[src/rtl/keypad_scanner.sv]
// keypad_scanner: 4x4 hex matrix keypad scanner with sweep-level debounce.
// Strobes one active-low column at a time, samples synchronized rows on the last
// dwell cycle of each column, reduces each full sweep to NONE / ONE(code) / MULTI
// and runs a press/release debounce FSM once per sweep.
// Optional feature: define KEYPAD_AUTOREPEAT_EN to re-pulse key_valid every
// REPEAT_SCANS sweeps while a key stays held.
module keypad_scanner #(
    parameter int SCAN_CYCLES    = 100000,
    parameter int DEBOUNCE_SCANS = 4,
    parameter int REPEAT_SCANS   = 25
) (
    input  logic       clk,
    input  logic       reset,
    input  logic [3:0] row,
    output logic [3:0] col,
    output logic [3:0] key_code,
    output logic       key_valid,
    output logic       key_held
);

    localparam int DW = $clog2(SCAN_CYCLES);
    localparam int CW = $clog2(DEBOUNCE_SCANS + 1);
`ifdef KEYPAD_AUTOREPEAT_EN
    localparam int RW = $clog2(REPEAT_SCANS + 1);
`endif

    typedef enum logic [1:0] {
        S_IDLE,
        S_PRESS_DB,
        S_PRESSED,
        S_REL_DB
    } state_t;

    // Map of sample index (row*4 + col) to the printed key legend.
    function automatic logic [3:0] f_code(input logic [3:0] idx);
        logic [3:0] code;
        case (idx)
            4'd0:    code = 4'h1;
            4'd1:    code = 4'h2;
            4'd2:    code = 4'h3;
            4'd3:    code = 4'hA;
            4'd4:    code = 4'h4;
            4'd5:    code = 4'h5;
            4'd6:    code = 4'h6;
            4'd7:    code = 4'hB;
            4'd8:    code = 4'h7;
            4'd9:    code = 4'h8;
            4'd10:   code = 4'h9;
            4'd11:   code = 4'hC;
            4'd12:   code = 4'h0;
            4'd13:   code = 4'hF;
            4'd14:   code = 4'hE;
            default: code = 4'hD;
        endcase
        return code;
    endfunction

    logic [3:0]    r_sync1;
    logic [3:0]    r_sync2;
    logic [DW-1:0] r_dwell;
    logic [1:0]    r_col_idx;
    logic [15:0]   r_samples;

    logic          w_dwell_last;
    logic          w_sweep_end;
    logic [15:0]   w_sweep_samples;
    logic [1:0]    w_hit_cnt;
    logic [3:0]    w_hit_idx;
    logic          w_one;
    logic [3:0]    w_hit_code;

    state_t        r_state;
    state_t        w_state_next;
    logic [3:0]    r_cand;
    logic [3:0]    w_cand_next;
    logic [CW-1:0] r_cnt;
    logic [CW-1:0] w_cnt_next;
    logic [3:0]    r_code;
    logic [3:0]    w_code_next;
    logic          r_valid;
    logic          w_valid_next;
    logic          r_held;
    logic          w_held_next;
    logic          w_accept;
    logic          w_release;
`ifdef KEYPAD_AUTOREPEAT_EN
    logic [RW-1:0] r_rep;
    logic [RW-1:0] w_rep_next;
`endif

    // Two-flop synchronizer for the asynchronous, pulled-up row inputs.
    always_ff @(posedge clk) begin
        if (!reset) begin
            r_sync1 <= 4'hF;
            r_sync2 <= 4'hF;
        end else begin
            r_sync1 <= row;
            r_sync2 <= r_sync1;
        end
    end

    assign w_dwell_last = (r_dwell == DW'(SCAN_CYCLES - 1));
    assign w_sweep_end  = w_dwell_last && (r_col_idx == 2'd3);

    // Dwell counter and column index; the scan free-runs forever.
    always_ff @(posedge clk) begin
        if (!reset) begin
            r_dwell   <= '0;
            r_col_idx <= 2'd0;
        end else if (w_dwell_last) begin
            r_dwell   <= '0;
            r_col_idx <= r_col_idx + 2'd1;
        end else begin
            r_dwell   <= r_dwell + DW'(1);
        end
    end

    assign col = ~(4'b0001 << r_col_idx);

    // Samples of the sweep so far, with the column finishing this cycle merged in live,
    // so the sweep-end reduction sees all 16 positions in the same cycle.
    generate
        for (genvar gi = 0; gi < 16; gi++) begin : g_sample
            assign w_sweep_samples[gi] = (w_dwell_last && (r_col_idx == 2'(gi % 4)))
                                         ? ~r_sync2[gi / 4] : r_samples[gi];
        end
    endgenerate

    // Latch each column's row pattern at the end of its dwell.
    always_ff @(posedge clk) begin
        if (!reset) begin
            r_samples <= '0;
        end else if (w_dwell_last) begin
            r_samples <= w_sweep_samples;
        end
    end

    // Reduce the sweep to a key count (saturating at 2 = MULTI) and the index of a hit.
    always_comb begin
        w_hit_cnt = 2'd0;
        w_hit_idx = 4'd0;
        for (int i = 0; i < 16; i++) begin
            if (w_sweep_samples[i]) begin
                if (w_hit_cnt != 2'd2) begin
                    w_hit_cnt = w_hit_cnt + 2'd1;
                end
                w_hit_idx = 4'(i);
            end
        end
    end

    assign w_one      = (w_hit_cnt == 2'd1);
    assign w_hit_code = f_code(w_hit_idx);

    // Debounce FSM state and output registers.
    always_ff @(posedge clk) begin
        if (!reset) begin
            r_state <= S_IDLE;
            r_cand  <= 4'd0;
            r_cnt   <= '0;
            r_code  <= 4'd0;
            r_valid <= 1'b0;
            r_held  <= 1'b0;
`ifdef KEYPAD_AUTOREPEAT_EN
            r_rep   <= '0;
`endif
        end else begin
            r_state <= w_state_next;
            r_cand  <= w_cand_next;
            r_cnt   <= w_cnt_next;
            r_code  <= w_code_next;
            r_valid <= w_valid_next;
            r_held  <= w_held_next;
`ifdef KEYPAD_AUTOREPEAT_EN
            r_rep   <= w_rep_next;
`endif
        end
    end

    // Next-state logic, evaluated only at the end of a sweep; MULTI behaves like NONE.
    always_comb begin
        w_state_next = r_state;
        w_cand_next  = r_cand;
        w_cnt_next   = r_cnt;
        w_code_next  = r_code;
        w_valid_next = 1'b0;
        w_held_next  = r_held;
        w_accept     = 1'b0;
        w_release    = 1'b0;
`ifdef KEYPAD_AUTOREPEAT_EN
        w_rep_next   = r_rep;
`endif
        if (w_sweep_end) begin
            case (r_state)
                S_IDLE: begin
                    if (w_one) begin
                        w_cand_next = w_hit_code;
                        w_cnt_next  = CW'(1);
                        if (DEBOUNCE_SCANS == 1) begin
                            w_accept = 1'b1;
                        end else begin
                            w_state_next = S_PRESS_DB;
                        end
                    end
                end
                S_PRESS_DB: begin
                    if (!w_one) begin
                        w_state_next = S_IDLE;
                        w_cnt_next   = '0;
                    end else if (w_hit_code == r_cand) begin
                        w_cnt_next = r_cnt + CW'(1);
                        if (int'(r_cnt) + 1 >= DEBOUNCE_SCANS) begin
                            w_accept = 1'b1;
                        end
                    end else begin
                        w_cand_next = w_hit_code;
                        w_cnt_next  = CW'(1);
                    end
                end
                S_PRESSED: begin
                    if (w_one && (w_hit_code == r_cand)) begin
`ifdef KEYPAD_AUTOREPEAT_EN
                        if (int'(r_rep) + 1 >= REPEAT_SCANS) begin
                            w_valid_next = 1'b1;
                            w_rep_next   = '0;
                        end else begin
                            w_rep_next = r_rep + RW'(1);
                        end
`endif
                    end else if (DEBOUNCE_SCANS == 1) begin
                        w_release = 1'b1;
                    end else begin
                        w_cnt_next   = CW'(1);
                        w_state_next = S_REL_DB;
                    end
                end
                S_REL_DB: begin
                    if (w_one && (w_hit_code == r_cand)) begin
                        // Bounce during release: key is still down, no new strobe.
                        w_state_next = S_PRESSED;
                        w_cnt_next   = '0;
                    end else begin
                        w_cnt_next = r_cnt + CW'(1);
                        if (int'(r_cnt) + 1 >= DEBOUNCE_SCANS) begin
                            w_release = 1'b1;
                        end
                    end
                end
                default: begin
                    w_state_next = S_IDLE;
                    w_cnt_next   = '0;
                end
            endcase
        end

        if (w_accept) begin
            w_code_next  = w_cand_next;
            w_valid_next = 1'b1;
            w_held_next  = 1'b1;
            w_state_next = S_PRESSED;
            w_cnt_next   = '0;
`ifdef KEYPAD_AUTOREPEAT_EN
            w_rep_next   = '0;
`endif
        end
        if (w_release) begin
            w_held_next  = 1'b0;
            w_state_next = S_IDLE;
            w_cnt_next   = '0;
`ifdef KEYPAD_AUTOREPEAT_EN
            w_rep_next   = '0;
`endif
        end
    end

    assign key_code  = r_code;
    assign key_valid = r_valid;
    assign key_held  = r_held;

endmodule

[config.mk]
export PLATFORM = sky130hd
export DESIGN_NAME = keypad_scanner
export DESIGN_NICKNAME = d
export VERILOG_FILES = /design/src/rtl/keypad_scanner.sv
export SDC_FILE = /design/constraint.sdc
export NUM_CORES = 1
export LEC_CHECK = 0
export BUFFER_PORTS_ARGS = -buffer_cell sky130_fd_sc_hd__buf_2
export CAP_MARGIN = 20
export CORE_MARGIN = 5
export CORE_UTILIZATION = 35
export DETAILED_ROUTE_END_ITERATION = 6
export PLACE_DENSITY = 0.54
export SYNTH_ARGS = -nofsm -noshare
export SYNTH_HDL_FRONTEND = slang
export SYNTH_SLANG_ARGS = --single-unit
[constraint.sdc]
create_clock -name clk -period 10.8 [get_ports clk]
set_input_delay 1.62 -clock clk [delete_from_list [all_inputs] [get_ports clk]]
set_output_delay 1.62 -clock clk [all_outputs]
set_load 0.05 [all_outputs]
==> summary.md <==
| Metric | Value |
|---|---|
| Commonest non-fill, non-tap cell in the layout | `nor2_1` |
| Hold Violations, Final | `0` |
| Worst-Skew Late Latency | `320 ps` |
| Buffers on Ports | `15` |
| Clock sinks | `58` |
| Setup Fix Bufs, Post-CTS | `0` |
| Detailed Route Iter0 Violations | `~240` |
| Synthesis-to-layout area growth | `10.1%` |
| Setup Viol. Count Final | `0` |
| Placed cells | `734` |
| Netlist cell types | `94` |
| TritonCTS clock tree | `done` |
| Period minus WS final | `between 9000 and 10,000 ps` |
| Clock Tree Buf Depth | `2` |
| DRT Wirelength | `11,200 µm` |
| Top cells by area, synth | `dfxtp_1 (25%), nor2_1 (6.2%), nand2_1 (4.8%)` |
| Sequential fraction of the synthesis area | `25.4%` |
| Final Skew | `about 5.2 ps` |
| CP Data Arrival Time | `9470 ps` |
| Tot GR Track Use | `between 10% and 20%` |
| Antenna cells | `0` |
| Max-slew headroom | `43.8%` |
| WHS | `403 ps` |
| Max Transition Viols Final | `0` |
| Synth Instances | `570` |
| Source of the critical timing path | `r_dwell[10]` |
| Crit path max-delay family | `simple AND/OR/NAND/NOR gates` |
| Gpl congestion | `just over 0.9` |
| Required @ worst endpoint | `11,050 ps` |
| Most frequent cells in the layout | `nor2_1 (75), nand2_1 (58), dfxtp_1 (58)` |
| Die Ht | `between 100 and 150 µm` |
| Fin nets | `594` |
| Starting density of the core | `35.9%` |
| Synth area leader | `dfxtp_1` |
| PostCTS Resize Cnt | `0` |
| Worst Setup End Kind | `flip-flop` |
| Most common cell on crit path | `a21oi_1` |
| Io pins | `16` |
| Max-Cap Viols | `0` |
| Buf/Inv on CP | `2` |
| Ys async rst share | `0%` |
| Worst Hold Launch | `r_sync1[0]` |
| Syn avg cell area | `8.01 µm²` |
| Pwr per Cell Area | `100 nW/µm²` |
| CP Class | `reg -> reg` |
| Initial antenna violation count | `0` |
| Largest stage delay on the critical path | `710 ps` |
| Largest net degree at the start of global routing | `29` |
| R2R Path Start | `r_dwell[10]` |
| Site Rows | `slightly above 40` |
| Final Instance Count excl. Fillers | `750` |
| Drt wl/cell | `14.9 µm` |
| Status | `completed` |
| Routed vias/inst | `5.57` |
| Most used DFF post-synth | `dfxtp_1` |
| Setup repair after global routing missed its margin | `no` |
| Post-CTS Hold Buffers | `0` |
| Remaining antenna violation count | `0` |
| CP Max Fanout | `14` |
| TritonRoute pass-1 iters | `6` |
| Final worst path period share | `85.3%` |
| First-pass GRT wire length | `18,400 µm` |
| Synth Warn # | `0` |
| Total CTS buffers | `9` |
| Hpwl dp | `8390 µm` |
| Crit-path slowest cell | `or4_1` |
| Congestion Overflow GR | `0` |
| Maximum VDD drop | `0.116 mV` |
| Syn Std Cell Area | `4560 µm²` |
| TNS Setup | `0 ps` |
| Residual DRC | `0` |
| Vias in the first global route | `3,859` |
| DIE AREA | `~15,000 µm²` |
| Tightest Hold Check Type | `reg -> reg` |
| Die Wd | `about 120 µm` |
| Area share of the largest cell type after synthesis | `25.4%` |
| Share of layout cells above drive strength 1 | `14.7%` |
| Yosys reg bits | `58` |
| Synthesized Nets | `591` |
| EDFF count, synth | `0` |
| Total power | `slightly above 500 µW` |
| Startpoint Class | `flip-flop` |
| Worst Tran Pin Value | `827 ps` |
| Achievable frequency | `around 110 MHz` |
| Leakage | `0.00180 µW` |
| Root buffer cell | `clkbuf_16` |
| Via count | `about 4,200` |
| Clock slew at reported path FFs | `50 ps` |
| Core area | `~13,000 µm²` |
| H-Tree Depth | `3` |
[Yosys cell counts, types with 4 or more instances]
library cell	instances
o21ai_0	15
o21a_1	11
o211ai_1	8
nor2b_1	5
inv_1	23
a31oi_1	4
a22oi_1	5
and3_1	6
a21oi_1	30
clkbuf_1	14
nand4_1	8
nor3_1	13
nand3_1	22
ha_1	15
a21o_1	4
a2bb2oi_1	4
mux2i_1	7
and2_1	6
nand3b_1	4
nand2_1	58
o21ai_1	13
mux2_2	6
nand2b_1	9
buf_6	5
dfxtp_1	58
nor4_1	5
xor2_1	15
xnor2_1	18
nor2_1	75
a211oi_1	5
[layer usage]
layer / GRT usage [%] / vias to the layer above / share of wire, %
li1: - / 2088 / -
met1: 19.2 / 1962 / 47
met2: 25.1 / 122 / 48
met3: 2.04 / 9 / 4.2
met4: 4.52 / 0 / 0.77
met5: 0 / - / 0
[registers in the layout, summed over array words and instances, names as in the netlist]
name and cells:
r_cand 4, key_code 4, key_valid 1, r_dwell 17
r_sync1 4, key_held 1, r_state 2, r_cnt 3
r_sync2 4, r_samples 16, r_col_idx 2
[cell families after synthesis]
group,after synthesis,synth area share (%)
AOI/OAI and AO/OA,148,25.5
xor gates and xnor gates,34,6.69
adders and majority gates,15,4.11
buffers and inverters,47,4.82
DFF,58,25.4
muxes,15,3.65
and+or+nand+nor,253,29.7
[power breakdown]
group | internal (µW) | switching (µW)
registers | 217 | 2.77
clock network | 186 | 89.6
logic | 2.66 | 5.02
[worst paths after layout]
| path | to | slack (ps) | cells past startpoint |
|---|---|---|---|
| setup / recovery | key_code[0] | 1590 | 32 |
| setup reg to reg | key_code[0] | 1590 | 32 |
| hold reg to reg | r_sync2[0] | 400 | 1 |
| hold / removal | r_sync2[0] | 400 | 1 |
[through the flow]
step           setup slack (ps)  cell area (µm²)  utilization, %
2_1_floorplan              2720             4560               -
3_3_place_gp               1860             4720            37.1
3_5_place_dp               1630             4720            37.1
4_1_cts                    1580             5030            39.5
5_1_grt                    1020             5030            39.5
6_report                   1590             5030            39.5
[cell type report]
type	count	area [µm²]
fillers	1325	7690
multi-input cells	465	3180
flip-flops and latches	58	1160
clock buffers	15	298
well taps	172	215
inverters	24	90.1
repair buffers	15	75.1
clock inverters	1	5.00
Note: power is estimated with default switching activity, not from simulation.
